### src/rtl/pipe_pkg.sv
// Shared definitions for the inter-stage pipeline registers: control bit positions,
// default field widths and the packed entry layout for the default configuration.
package pipe_pkg;

    localparam int CTRL_RW_BIT     = 0;
    localparam int CTRL_MEMREG_BIT = 1;

    localparam int PIPE_DATA_W   = 32;
    localparam int PIPE_ADDR_W   = 5;
    localparam int PIPE_CTRL_W   = 2;
    localparam int PIPE_NUM_DATA = 2;

    typedef struct packed {
        logic [PIPE_CTRL_W-1:0]               ctrl;
        logic [PIPE_ADDR_W-1:0]               rd_addr;
        logic [PIPE_NUM_DATA*PIPE_DATA_W-1:0] data;
    } pipe_entry_t;

endpackage

### src/rtl/pipe_entry_reg.sv
// One valid flag plus payload. Clear drops only the valid flag; payload keeps its
// last value so outputs show stale data rather than toggling on a kill.
module pipe_entry_reg #(
    parameter int W = 8
) (
    input  logic         clk_i,
    input  logic         rst_i,
    input  logic         load_i,
    input  logic         clear_i,
    input  logic [W-1:0] d_i,
    output logic         v_o,
    output logic [W-1:0] q_o
);

    always_ff @(posedge clk_i or posedge rst_i) begin
        if (rst_i) begin
            v_o <= 1'b0;
            q_o <= '0;
        end else if (clear_i) begin
            v_o <= 1'b0;
        end else if (load_i) begin
            v_o <= 1'b1;
            q_o <= d_i;
        end
    end

endmodule

### src/rtl/pipe_stage_skid.sv
// Pipeline stage register with a two-entry skid buffer (main + hidden skid),
// valid/ready flow control, flush, and global start/stall gating.
module pipe_stage_skid
    import pipe_pkg::*;
#(
    parameter int DATA_W   = PIPE_DATA_W,
    parameter int NUM_DATA = PIPE_NUM_DATA,
    parameter int CTRL_W   = PIPE_CTRL_W,
    parameter int ADDR_W   = PIPE_ADDR_W
) (
    input  logic                       clk_i,
    input  logic                       rst_i,
    input  logic                       start_i,
    input  logic                       stall_i,
    input  logic                       flush_i,
    input  logic                       in_valid_i,
    output logic                       in_ready_o,
    input  logic [CTRL_W-1:0]          ctrl_i,
    input  logic [ADDR_W-1:0]          rd_addr_i,
    input  logic [NUM_DATA*DATA_W-1:0] data_i,
    output logic                       out_valid_o,
    input  logic                       out_ready_i,
    output logic [CTRL_W-1:0]          ctrl_o,
    output logic [ADDR_W-1:0]          rd_addr_o,
    output logic [NUM_DATA*DATA_W-1:0] data_o
);

    typedef struct packed {
        logic [CTRL_W-1:0]          ctrl;
        logic [ADDR_W-1:0]          rd_addr;
        logic [NUM_DATA*DATA_W-1:0] data;
    } entry_t;

    localparam int ENT_W = $bits(entry_t);

    entry_t in_ent;
    entry_t m_ent;
    entry_t s_ent;
    entry_t m_d;
    logic   m_v;
    logic   s_v;
    logic   en;
    logic   acc_in;
    logic   acc_out;
    logic   m_load;
    logic   m_clr;
    logic   s_load;
    logic   s_clr;

    assign in_ent = '{ctrl: ctrl_i, rd_addr: rd_addr_i, data: data_i};

    assign en         = start_i & ~stall_i;
    assign in_ready_o = en & ~s_v;
    assign acc_in     = in_valid_i & in_ready_o;
    assign acc_out    = m_v & out_ready_i & en;

    // Main refills from skid first so nothing overtakes the older skid entry.
    // acc_in/acc_out already imply en, so en=0 naturally holds both entries.
    assign m_d    = s_v ? s_ent : in_ent;
    assign m_load = ~flush_i & ((~m_v & acc_in) | (acc_out & (s_v | acc_in)));
    assign m_clr  = flush_i | (acc_out & ~s_v & ~acc_in);
    assign s_load = ~flush_i & m_v & ~acc_out & acc_in;
    assign s_clr  = flush_i | (s_v & acc_out);

    pipe_entry_reg #(.W(ENT_W)) u_main (
        .clk_i   (clk_i),
        .rst_i   (rst_i),
        .load_i  (m_load),
        .clear_i (m_clr),
        .d_i     (m_d),
        .v_o     (m_v),
        .q_o     (m_ent)
    );

    pipe_entry_reg #(.W(ENT_W)) u_skid (
        .clk_i   (clk_i),
        .rst_i   (rst_i),
        .load_i  (s_load),
        .clear_i (s_clr),
        .d_i     (in_ent),
        .v_o     (s_v),
        .q_o     (s_ent)
    );

    // Control is masked on bubbles so RegWrite can never fire on a stale entry.
    assign out_valid_o = m_v;
    assign ctrl_o      = m_ent.ctrl & {CTRL_W{m_v}};
    assign rd_addr_o   = m_ent.rd_addr;
    assign data_o      = m_ent.data;

endmodule

### config.mk
export PLATFORM = sky130hd
export DESIGN_NAME = pipe_stage_skid
export DESIGN_NICKNAME = d
export VERILOG_FILES = /design/src/rtl/pipe_pkg.sv /design/src/rtl/pipe_entry_reg.sv /design/src/rtl/pipe_stage_skid.sv
export SDC_FILE = /design/constraint.sdc
export NUM_CORES = 1
export LEC_CHECK = 0
export BUFFER_PORTS_ARGS = -buffer_cell sky130_fd_sc_hd__buf_2
export CORE_ASPECT_RATIO = 1.2
export CORE_MARGIN = 2
export CORE_UTILIZATION = 40
export CTS_CLUSTER_SIZE = 24
export DETAILED_ROUTE_END_ITERATION = 8
export SYNTH_ARGS = -nofsm -noshare
export SYNTH_HDL_FRONTEND = slang
export SYNTH_HIERARCHICAL = 1
export SYNTH_SLANG_ARGS = --single-unit
export TNS_END_PERCENT = 20
### constraint.sdc
create_clock -name clk_i -period 2.9 [get_ports clk_i]
set_clock_uncertainty 0.2 [all_clocks]
set_input_delay 0.725 -clock clk_i [delete_from_list [all_inputs] [get_ports clk_i]]
set_output_delay 0.725 -clock clk_i [all_outputs]
set_load 0.05 [all_outputs]
==> results_dict.tcl, run 1 <==
set metrics [dict create \
    status "finished, final reports clean" \
    vias 3816 \
    design_area_um2 8490 \
    comb_power_share 0.260 \
    grt_pass1_vias 4324 \
    cts_tree "done" \
    post_cts_buffers 0 \
    rsz0062_at_grt "false" \
    worst-slew-pin-transition_ps 633 \
    post-route-period-util 0.803 \
    area_delta_synth_final_pct 20.4 \
    place_area_um2 7850 \
    cp_slowest_stage_delay_ps 520 \
    p_leak_nw 4.11 \
    die_w_um 125 \
    swShare 0.330 \
    pin_count 151 \
    yosysSeqAreaShare 0.511 \
    end_kind "flip-flop" \
    drt_iter0_markers 130 \
    power.density_nw_per_um2 763 \
    path_class "reg2reg" \
    r2r_start "u_skid/v_o" \
    hold_class "in2async" \
    clk_pin_slew_ps 60 \
    htree_levels 4 \
    period_needed_ps 2330 \
    wl_per_cell_um 18.0 \
    fillers 1498 \
    core_area_um2 17400 \
    grt_pass1_wl_um 23000 \
    track_usage 0.157 \
    ys_seq_elements 144 \
    crit_required_ps 3000 \
    layout.cells.non_filler 790 \
    worstPathArrival_ps 2430 \
    antenna_found_initial 0 \
    cts_resized 0 \
    setup_viol 0 \
    numCtsBuffers 17 \
    place_congestion 0.744 \
    avgSynthCellArea_um2 17.5 \
    cp-start-kind "flip-flop" \
    internal-power_mw 4.34 \
    start_util 0.406 \
    grt-ovfl-total 0 \
    holdWs_ps 71.7 \
    tns_ps 0 \
    power_frac_seq 0.376 \
    port-buffer-count 150 \
    fmax_ghz 0.429 \
    ys_warn_count 6 \
    die-area_um2 18700 \
    drive_gt1_frac 0.721 \
    clkPwrFrac 0.364 \
    worst_slack_ps 570 \
    drv_slew 0 \
    syn_nets 481 \
    clock_sinks 144 \
    hold_viol_final 0 \
    relSlewSlack 0.578 \
    cp-startpoint "u_skid/v_o" \
    diodes 0 \
    finalPower_mw 6.48 \
    hold_buffers 0 \
    syn_inst 403 \
    synthDistinctLibCells 19 \
    fin_util 0.489 \
    die_h_um 149 \
    crit_chain "mux2i_1 -> a2111oi_2 -> nor2b_4 -> buf_12 -> mux2_4" \
    slowest_stage "dfrtp_4" \
    dr.pass1.iters 4 \
    clk_path_buf_depth 2 \
    cts_root_buf "clkbuf_16" \
    remaining_drc_errors 0 \
    multi_input_area_um2 3060 \
    nNetsFinal 635 \
    drtAntennaViolNets 0 \
    viasPerCell 4.83 \
    routed_wl_um 14200 \
    place_worst_setup_slack_ps 246 \
    clk_latency_ps 420 \
    switchingPower_mw 2.14 \
    dpl.cell_count 758 \
    rows 53 \
    path_max_fanout 42 \
    hpwlAfterDp_um 9100 \
    grt_max_degree 48 \
    ir_drop_uv 394 \
    cap_viol_max_count 0 \
    r2r_setup_slack_ps 570 \
    netlist_area_um2 7050 \
    register_area_um2 3610 \
]
[power by group through the flow]
stage / combinational (mW) / sequential, mW / clock (mW)
finish: 1.68 / 2.44 / 2.36
floorplan: 0.483 / 3.25 / 0
detailed placement: 1.69 / 2.47 / 0
global route: 1.76 / 2.47 / 2.51
global placement: 1.67 / 2.46 / 0
CTS: 1.70 / 2.44 / 2.42
[state kept, by name, summed over array words and instances, names as in the netlist]
signal / count
u_skid/v_o: 1
u_main/q_o: 71
u_skid/q_o: 71
u_main/v_o: 1
[logic make-up after synthesis]
group	count (synthesis)	synth area share
muxes	214	0.416
DFF	144	0.511
AOI/OAI and AO/OA	3	0.00514
and+or+nand+nor	14	0.0128
buffers and inverters	28	0.0550
[worst max-delay path, delay by kind of cell, from the launching register on]
family          cells  cell delay, ps
compound gates      1             360
buf+inv             1             320
flops               1             520
mux                 2             480
simple gates        1             280
[synth_stat cells]
master | instances | area share
a2111oi_2 | 1 | 0.0021
and2_1 | 2 | 0.0018
buf_12 | 16 | 0.045
buf_2 | 3 | 0.0021
buf_4 | 5 | 0.0053
dfrtp_1 | 144 | 0.51
inv_1 | 4 | 0.0021
mux2_2 | 73 | 0.12
mux2_4 | 140 | 0.30
mux2i_1 | 1 | 0.0014
nand2_1 | 1 | 0.00053
nand2b_1 | 1 | 0.00089
nand3_1 | 1 | 0.00071
nand4bb_1 | 1 | 0.0016
nor2_1 | 5 | 0.0027
nor2b_4 | 2 | 0.0039
nor3_1 | 1 | 0.00071
o21ai_0 | 1 | 0.00071
o41ai_2 | 1 | 0.0023
[layout make-up]
cell class                      count  area share
Multi-Input combinational cell    231       0.361
Clock inverter                     13      0.0215
Sequential cell                   144       0.425
Timing Repair Buffer              159       0.105
Clock buffer                       19      0.0534
Tap cell                          220      0.0324
Inverter                            4     0.00192
[layer usage]
layer | track usage | share of wire | vias up
met4 | 0.0667 | 0.020 | 0
met3 | 0.0354 | 0.037 | 22
met5 | 0 | 0 | -
met1 | 0.199 | 0.44 | 1958
met2 | 0.260 | 0.50 | 92
li1 | - | - | 1744
[layout by cell type, fill, tap and decap left out, drive strengths merged]
cell        n
a2111oi     1
and2        2
buf       159
bufinv      4
clkbuf     19
clkinv      6
clkinvlp    1
dfrtp     144
inv         6
mux2      213
mux2i       1
nand2       1
nand2b      1
nand3       1
nand4bb     1
nor2        5
nor2b       2
nor3        1
o21ai       1
o41ai       1
[final timing paths]
kind	end	cells after the start
setup / recovery	u_main/q_o[42]	5
hold / removal	u_skid/q_o[53]	2
setup reg to reg	u_main/q_o[42]	5
hold reg to reg	u_main/q_o[10]	1
max in group asynchronous	u_main/q_o[57]	3
min in group clk_i	u_main/q_o[10]	1
No activity file was read; power rests on OpenSTA's default activity.
==> run 2: changes to the inputs <==
clock period = 2.1 ns   (was 2.9 ns; I/O delays follow)
==> run 2 against run 1 <==
The flow now finishes with violations (setup timing). Worst setup slack lost 700 ps. Die area is the same. Clock-buffer cell count grew 4. Combinational power grew 40%. Via count grew 2.4%. First-iteration DRC count shrank 14%. Core utilization grew 1.4 points. Critical endpoint is now u_main/q_o[31]. Largest cell class unchanged.
==> results_dict.tcl, run 2 (synthesized netlist as in run 1, its figures left out) <==
set metrics [dict create \
    status "complete, but fails checks" \
    violations "setup timing" \
    relSlewSlack 0.624 \
    multi_input_area_um2 3080 \
    path_max_fanout 14 \
    grt_max_degree 73 \
    worst_slack_ps -127 \
    place_congestion 0.765 \
    drt_iter0_markers 112 \
    area_delta_synth_final_pct 23.7 \
    numCtsBuffers 17 \
    grtUsageMet3 0.0422 \
    hold_depth 2 \
    track_usage 0.166 \
    pin_count 151 \
    grt_pass1_wl_um 24100 \
    drive_gt1_frac 0.731 \
    register_area_um2 3610 \
    r2r_start "u_skid/v_o" \
    hold_class "in2reg" \
    use_met1 0.210 \
    reg2reg_depth 6 \
    rows 53 \
    remaining_drc_errors 0 \
    dr.pass1.iters 4 \
    min_from "data_i[46]" \
    power.density_nw_per_um2 988 \
    vias 3909 \
    cp-start-kind "flip-flop" \
    end_kind "flip-flop" \
    fillers 1482 \
    worst-slew-pin-transition_ps 564 \
    routed_wl_um 14700 \
    rsz0062_at_grt "true" \
    grt_pass1_vias 4461 \
    hold_viol_final 0 \
    clk_latency_ps 410 \
    drv_slew 0 \
    clk_pin_slew_ps 60 \
    p_leak_nw 4.23 \
    tns_ps -6760 \
    r2r_setup_slack_ps -130 \
    setup_viol 71 \
    cts_root_buf "clkbuf_16" \
    fmax_ghz 0.449 \
    period_needed_ps 2230 \
    fin_util 0.502 \
    design_area_um2 8720 \
    viasPerCell 4.80 \
    die-area_um2 18700 \
    hpwlAfterDp_um 9820 \
    final_cell_mix "buf_2, dfrtp_1, mux2_4" \
    start_util 0.406 \
    cp-startpoint "u_skid/v_o" \
    die_h_um 149 \
    cts_tree "done" \
    path_class "reg2reg" \
    core_area_um2 17400 \
    diodes 0 \
    post-route-period-util 1.06 \
    worstPathArrival_ps 2320 \
    grtUsageMet2 0.276 \
    port-buffer-count 150 \
    clk_path_buf_depth 2 \
    antenna_found_initial 0 \
    die_w_um 125 \
    cap_viol_max_count 0 \
    htree_levels 4 \
    grt-ovfl-total 0 \
    final_common_cell "buf_2" \
    drtAntennaViolNets 0 \
    place_area_um2 8100 \
    grt-busiest-layer "met2" \
    wl_per_cell_um 18.0 \
    clock_sinks 144 \
    ir_drop_uv 541 \
    crit_required_ps 2190 \
    nNetsFinal 659 \
    top_regs "u_main/q_o x71, u_skid/q_o x71" \
    place_worst_setup_slack_ps -286 \
]
[run 2: cell types whose count changed in the layout (fill, tap and decap cells not counted), moves of 2 or more]
| cell | delta |
|---|---|
| clkbuf_1 | +2 |
| buf_2 | -3 |
| buf_6 | +2 |
| buf_4 | +18 |
| bufinv_16 | -3 |
| clkinvlp_4 | +2 |
| inv_6 | -3 |
| clkbuf_8 | +2 |
| buf_12 | +5 |
[run 2: path summary, 6_finish.rpt]
check	endpoint
worst max-delay path	u_main/q_o[31]
max in group asynchronous	u_skid/q_o[50]
worst min register to register	u_main/q_o[12]
min in group asynchronous	u_skid/q_o[15]
worst max register to register	u_main/q_o[31]
worst min-delay path	u_skid/q_o[46]
[run 2: layout make-up]
cell class	instances	share of cell area
flip-flops and latches	144	0.414
clock buffers	23	0.0559
inverters	4	0.00229
well taps	220	0.0316
repair buffers	183	0.135
multi-input cells	231	0.353
clock inverters	9	0.00947
[run 2: critical path: stages (launching register included)]
cell and delay [ps]:
dfrtp_4 480, mux2i_1 140, a2111oi_2 370, nor2b_4 240, buf_12 170, buf_16 180
mux2_4 310
[run 2: power by group]
part / switching (mW) / leakage (nW) / internal (mW)
combinational: 1.53 / 2.07 / 0.817
sequential: 0.223 / 1.88 / 3.14
clock: 1.15 / 0.279 / 1.75
[run 2: stage by stage]
stage | cells | total power [mW] | hold WS, ps
final | 814 | 8.62 | 153
after global routing | 814 | 8.97 | 127
after CTS | 814 | 8.71 | 133
after detailed placement | 781 | 5.77 | 287
after global placement | 781 | 5.73 | 288
after floorplan | 403 | 5.16 | 274
[run 2: routing by layer]
metal	vias up	share of wire
li1	1796	-
met1	2005	0.44
met2	89	0.51
met5	-	0
met4	0	0.017
met3	19	0.037
[run 2: timing repair]
action / CTS / global route
setup endpoints to repair: 137 / 142
buffers inserted: 0 / 0
endpoints found under the hold margin: 17 / 0
resized for setup: 6 / 5
hold buffers: 1 / 0
pin swaps: 0 / 0
